`src/rtl/tw_pkg.sv`:
```
// Shared types and constants for the stage-0 twiddle horizontal loader.
// The GAP state exists only when TW_LOADER_GAP_EN is defined.
package tw_pkg;

  typedef enum logic [2:0] {
    S_FILL = 3'd0,
    S_WAIT = 3'd1,
    S_HI   = 3'd2,
    S_LO   = 3'd3,
`ifdef TW_LOADER_GAP_EN
    S_DONE = 3'd4,
    S_GAP  = 3'd5
`else
    S_DONE = 3'd4
`endif
  } tw_state_e;

  localparam logic [1:0] ROM4_W_IDLE = 2'd0;
  localparam logic [1:0] ROM4_W_HI   = 2'd1;
  localparam logic [1:0] ROM4_W_LO   = 2'd2;

  localparam int unsigned TW_BURST_LEN = 4;

endpackage

```
`src/rtl/tw_entry_buf.sv`:
```
// Four-entry twiddle buffer with one write port and upper/lower half read ports.
module tw_entry_buf
  import tw_pkg::*;
#(
  parameter int unsigned P_WIDTH = 128
) (
  input  logic                 clk,
  input  logic                 rst_n,
  input  logic                 we,
  input  logic [1:0]           wr_idx,
  input  logic [P_WIDTH-1:0]   wdata,
  input  logic [1:0]           rd_idx,
  output logic [P_WIDTH/2-1:0] rd_hi,
  output logic [P_WIDTH/2-1:0] rd_lo
);

  logic [P_WIDTH-1:0] mem [TW_BURST_LEN];

  always_ff @(posedge clk) begin
    if (!rst_n) begin
      for (int unsigned i = 0; i < TW_BURST_LEN; i++) mem[i] <= '0;
    end else if (we) begin
      mem[wr_idx] <= wdata;
    end
  end

  assign rd_hi = mem[rd_idx][P_WIDTH-1 -: P_WIDTH/2];
  assign rd_lo = mem[rd_idx][P_WIDTH/2-1:0];

endmodule

```
`src/rtl/tw_horizontal_loader.sv`:
```
// Buffers four twiddle entries and bursts them into the stage-0 ROM as upper
// halves then lower halves. TW_LOADER_GAP_EN inserts one idle cycle between phases.
module tw_horizontal_loader
  import tw_pkg::*;
#(
  parameter int unsigned P_WIDTH         = 128,
  parameter int unsigned horizontal_DW   = 64,
  parameter int unsigned init_store_data = 4
) (
  input  logic                     CLK,
  input  logic                     rst_n,
  input  logic [P_WIDTH-1:0]       tf_in,
  input  logic                     tf_valid,
  output logic                     tf_ready,
  input  logic                     rom_idle,
  output logic [horizontal_DW-1:0] horizontal_tf_out,
  output logic [1:0]               ROM4_w,
  output logic                     busy,
  output logic                     load_done
);

  localparam logic [1:0] LAST_IDX = 2'(init_store_data - 1);

  tw_state_e        state;
  logic [1:0]       wr_idx;
  logic [1:0]       rd_idx;
  logic             buf_we;
  logic [P_WIDTH/2-1:0] rd_hi;
  logic [P_WIDTH/2-1:0] rd_lo;

  assign buf_we = (state == S_FILL) && tf_valid;

  tw_entry_buf #(.P_WIDTH(P_WIDTH)) u_buf (
    .clk    (CLK),
    .rst_n  (rst_n),
    .we     (buf_we),
    .wr_idx (wr_idx),
    .wdata  (tf_in),
    .rd_idx (rd_idx),
    .rd_hi  (rd_hi),
    .rd_lo  (rd_lo)
  );

  always_ff @(posedge CLK) begin
    if (!rst_n) begin
      state  <= S_FILL;
      wr_idx <= '0;
      rd_idx <= '0;
    end else begin
      case (state)
        S_FILL: begin
          if (tf_valid) begin
            wr_idx <= wr_idx + 2'd1;
            if (wr_idx == LAST_IDX) state <= S_WAIT;
          end
        end
        S_WAIT: begin
          if (rom_idle) begin
            state  <= S_HI;
            rd_idx <= '0;
          end
        end
        S_HI: begin
          rd_idx <= rd_idx + 2'd1;
`ifdef TW_LOADER_GAP_EN
          if (rd_idx == LAST_IDX) state <= S_GAP;
`else
          if (rd_idx == LAST_IDX) state <= S_LO;
`endif
        end
`ifdef TW_LOADER_GAP_EN
        S_GAP: state <= S_LO;
`endif
        S_LO: begin
          rd_idx <= rd_idx + 2'd1;
          if (rd_idx == LAST_IDX) state <= S_DONE;
        end
        S_DONE:  state <= S_FILL;
        default: state <= S_FILL;
      endcase
    end
  end

  // Outputs decode only from registered state/indices/buffer, so rom_idle and
  // tf_valid never reach an output combinationally.
  always_comb begin
    ROM4_w            = ROM4_W_IDLE;
    horizontal_tf_out = '0;
    if (state == S_HI) begin
      ROM4_w            = ROM4_W_HI;
      horizontal_tf_out = rd_hi;
    end else if (state == S_LO) begin
      ROM4_w            = ROM4_W_LO;
      horizontal_tf_out = rd_lo;
    end
  end

  assign tf_ready  = (state == S_FILL);
  assign busy      = (state != S_FILL);
  assign load_done = (state == S_DONE);

endmodule

```
`config.mk`:
```
export PLATFORM = sky130hd
export DESIGN_NAME = tw_horizontal_loader
export DESIGN_NICKNAME = d
export VERILOG_FILES = /design/src/rtl/tw_pkg.sv /design/src/rtl/tw_entry_buf.sv /design/src/rtl/tw_horizontal_loader.sv
export SDC_FILE = /design/constraint.sdc
export NUM_CORES = 1
export LEC_CHECK = 0
export CAP_MARGIN = 10
export CORE_UTILIZATION = 49
export DETAILED_ROUTE_END_ITERATION = 8
export GPL_ROUTABILITY_DRIVEN = 0
export PLACE_DENSITY = 0.72
export SYNTH_ARGS = -nofsm -noshare
export SYNTH_HDL_FRONTEND = slang
export SYNTH_SLANG_ARGS = --single-unit
```
`constraint.sdc`:
```
create_clock -name CLK -period 14.75 [get_ports CLK]
set_input_delay 4.425 -clock CLK [delete_from_list [all_inputs] [get_ports CLK]]
set_output_delay 4.425 -clock CLK [all_outputs]
set_load 0.02 [all_outputs]
```
---- Word level (Yosys, flattened, before mapping) ----
Memory sizes are Yosys's and may differ from the RTL's. A register that Yosys moved wholly into a read port is not among the register bits.
Cells that the tools add are included.
storage, ports and cells
  memories kept ........................... 1
  input port bits ......................... 132
  bits in registers ....................... 7
  logic and storage cells ................. 47
  output and inout port bits .............. 69
  memory bits (writable) .................. 512
memory list
  memory     depth  width  read ports  clocked after memory_dff  wr ports  line                source
  u_buf.mem  4      128    1           1                         4         tw_entry_buf.sv:17  logic [P_WIDTH-1:0] mem [TW_BURST_LEN];
cells by class
  add/subtract/negate cells ............... 2
  equal/unequal tests ..................... 11
  mux-type cells .......................... 21
  reduce and logical (&&, ||, !) cells .... 9
operator list
  operator                                        number
  2-to-1 mux 128 bit                              1
  2-to-1 mux 64 bit                               2
  OR reduction 128 bit                            1
  2-to-1 mux 3 bit                                5
  2-to-1 mux 2 bit                                6
  one-hot mux 3 bit (4 select lines)              1
  != test 2 bit (second input constant)           4
  == test 3 x 2 -> 1 bit (second input constant)  2
  2-to-1 mux 1 bit                                5
  AND reduction 5 bit                             1
  adder 2 x 1 -> 2 bit (second input constant)    2
  == test 2 bit (second input constant)           2
  one-hot mux 2 bit (2 select lines)              1
  AND reduction 2 bit                             2
  == test 3 x 1 -> 1 bit (second input constant)  1
  == test 3 bit (second input constant)           1
  zero test 3 bit                                 1
  nonzero test 3 bit                              1
  != test 2 x 1 -> 1 bit (second input constant)  1
  nonzero test 2 bit                              1
  OR reduction 2 bit                              1
  logical AND 1 bit                               1

---- Depth between registers and ports, before layout ----
  word-level depth ........................ 7
  mapped depth ............................ 7
  mapped depth without buffers ............ 4

---- Modules after synthesis ----
Synthesis repeated with hierarchy kept, for this count alone.
second synthesis, totals
  cell total of the unflattened synthesis .. 1382
  area, all modules ....................... 23249.8 um2
by module, submodules not included
  module                area an instance (um2)  times used  sequential area each (um2)  cells an instance
  tw_entry_buf          22182.5                 1           15374.7                     1263
  tw_horizontal_loader  1067.3                  1           140.1                       119

---- Least setup slack after synthesis ----
OpenSTA, ideal clock, no wires.
  kind .................................... input -> register
  start point ............................. input tf_valid
  end point ............................... memory u_buf.mem[3][0], enable pin
  stages .................................. 3
  buffers on the path ..................... 1
  slack ................................... -0.024 ns
  arrival ................................. 13.982 ns
  setup time .............................. 0.792 ns
  data required time ...................... 13.958 ns
  cells stage by stage .................... or4b_1 > buf_6 > o21ai_0
RTL lines
  what         line                        source
  from (decl)  tw_horizontal_loader.sv:13  input logic tf_valid,
  to (decl)    tw_entry_buf.sv:17

==> reports/metrics.yaml <==
grt_pass1_vias: 13890
vdd_ir_drop_max_v: 0.00009935
cts_hold_repair.buffers: 0
synthFlopType: "edfxtp_1"
synth_xor_area_frac: 0.0003722
synth.net_count: 1656
wl_met2_um: 28470
io_buffers: 200
cp-end-kind: "output port"
worst_slew_pin_slew_ns: 1.111
die_h_um: 221.2
wl_met3_um: 3601
via_per_inst: 5.754
cts.path.max_buffers: 3
nNetsFinal: 1809
synth_cell_types: 31
cts_num_sinks: 521
slew_viol_final: 0
dr.max_layer_used: "met5"
status: "finished, final reports clean"
drt_iter0_drc: 1129
drive_gt1_frac: 0.09965
crit_required_ns: 10.32
cts_tree: "built"
hold_path_class: "reg2reg"
drt-pass1-iter-count: 5
power.leakage_nw: 10.33
slew_headroom: 0.2594
die_area_mm2: 0.04891
area_growth_pct: 16.09
powerDensity_mw_per_mm2: 119.1
via_count: 13380
max_freq_mhz: 117.7
min_period_over_period: 0.5763
die_w_um: 221.2
grt_util_all_layers: 0.2252
clkTransAtPathRegs_ns: 0.06
cts_max_level: 2
post-dp-hpwl_um: 28210
synth.area.top_cells: "edfxtp_1 (65%), and2_1 (10%), mux4_2 (6.1%), mux2i_1 (5.4%), and3_1 (3.4%)"
cts_buffers: 53
min_period_ns: 8.500
yosys_warnings: 0
synth_compound_area_frac: 0.03924
num_io_pins: 201
setup_ws_ns: 6.250
start_util: 0.5012
cts_resized: 0
yosys.area.top_type: "edfxtp_1"
final_hold_viol_count: 0
cp_max_fo: 54
detail-route-antenna-nets: 0
grt_start_max_net_pins: 90
grt_pass1_wl_um: 82580
core_mm2: 0.04695
syn_inst: 1522
grt_overflow: 0
crit_arrival_ns: 4.07
yosys.area_share.simple: 0.1451
ys_ff_latch: 521
synth_seq_area_share: 0.6610
finClkSkew_ns: 0.01290
async_reset_ff_frac: 0
avgSynthCellArea_um2: 15.46
rsz0062_at_grt: "no"
syn_area_mm2: 0.02353
grt_antenna_before_repair: 4
path_class: "reg2out"
drc: 0
drt-met1-wl_um: 21780
synth_adder_area_share: 0.001063
cts-root-buf: "clkbuf_16"
synth_edf_count: 512
dpl_worst_slack_ns: 6.589
start_kind: "flop"
maxCapViolations: 0
setup_tns_ns: 0
hold_slack_ns: 0.5044
drt_wl_total_um: 55080
synth_top_area_share: 0.6533
synth_top_family_by_area: "simple AND/OR/NAND/NOR gates"
finalSetupViolations: 0
rows: 79
clock_latency_ns: 0.60
postCtsSetupBuffers: 0
wl_per_cell_um: 23.68
synth_mux_area_frac: 0.1157
## cells in the mapped netlist, types with 6 or more instances
cell type	number
edfxtp_1	512
and2_1	384
and3_1	128
mux2i_1	128
clkbuf_1	67
o22ai_1	66
a21o_1	65
mux4_2	64
buf_8	30
buf_1	9
dfxtp_1	9
buf_2	7
nand2b_1	7
buf_4	6
nand2_1	6
## registers in the layout (all words and copies together) (netlist names), named ones only
name       cells
rd_idx         2
state          3
u_buf.mem    512
wr_idx         2
## cells by family after synthesis
group,Yosys count
adder cells (fa/ha/maj),2
flip-flops,521
AND/OR/NAND/NOR,544
AO/OA/AOI/OAI,135
XOR/XNOR,1
buffers and inverters,127
multiplexers,192
## where the power goes
part / switching, mW / internal [mW]
Clock: 0.554 / 0.749
Sequential: 0.0236 / 1.72
Combinational: 0.117 / 0.0843
## cell usage in the layout (no fill, tap or decap), types with 2 or more instances in the layout
cell,count
edfxtp_1,512
and2_1,384
clkdlybuf4s50_1,199
mux2i_1,128
and3_1,128
o22ai_1,66
a21o_1,65
mux4_2,64
clkbuf_16,55
buf_4,23
clkinv_1,13
clkbuf_1,11
clkinv_2,7
dfxtp_1,7
nand2_1,6
nand2b_1,4
nor2_1,4
nand3_1,4
bufinv_16,4
diode_2,3
inv_1,3
nor3_4,3
nand2b_4,3
clkinvlp_4,3
nor3b_1,2
ha_1,2
dfxtp_4,2
inv_6,2
## per-layer routing
metal  GRT usage  up-vias
li1            -     6010
met1      0.2874     6845
met2      0.3956      453
met3     0.03386       73
met4     0.07106        2
met5           0        -
## critical path, stage by stage, from the launching register on
cell and delay, ns:
dfxtp_4 0.65, buf_4 0.78, buf_4 0.78, mux4_2 0.40, a21o_1 0.24, clkdlybuf4s50_1 0.55
## layout make-up
type / instances / area, um2
well taps: 607 / 759.5
fillers: 3594 / 19630
multi-input cells: 874 / 7144
flip-flops and latches: 521 / 15560
clock inverters: 30 / 252.7
inverters: 3 / 11.26
clock buffers: 66 / 1418
repair buffers: 222 / 2165
diodes: 3 / 7.507
## path summary, 6_finish.rpt
kind	end	slack [ns]	from	cells past startpoint
max reg2reg	u_buf.mem[1][101]	10.99	state[0]	4
min reg2reg	flop	0.50	rd_idx[0]	2
min	flop	0.50	rd_idx[0]	2
max	horizontal_tf_out[22]	6.25	flop	5
## metrics by stage
step                cells  area, um2  total power, mW  utilization
global route         2325      27320            3.344       0.5818
floorplan            1522      23530            1.900            -
CTS                  2323      27310            3.272       0.5817
finish               2326      27320            3.253       0.5819
global placement     2227      25640            1.974       0.5461
detailed placement   2227      25640            1.983       0.5461
No activity file was read; power rests on OpenSTA's default activity.
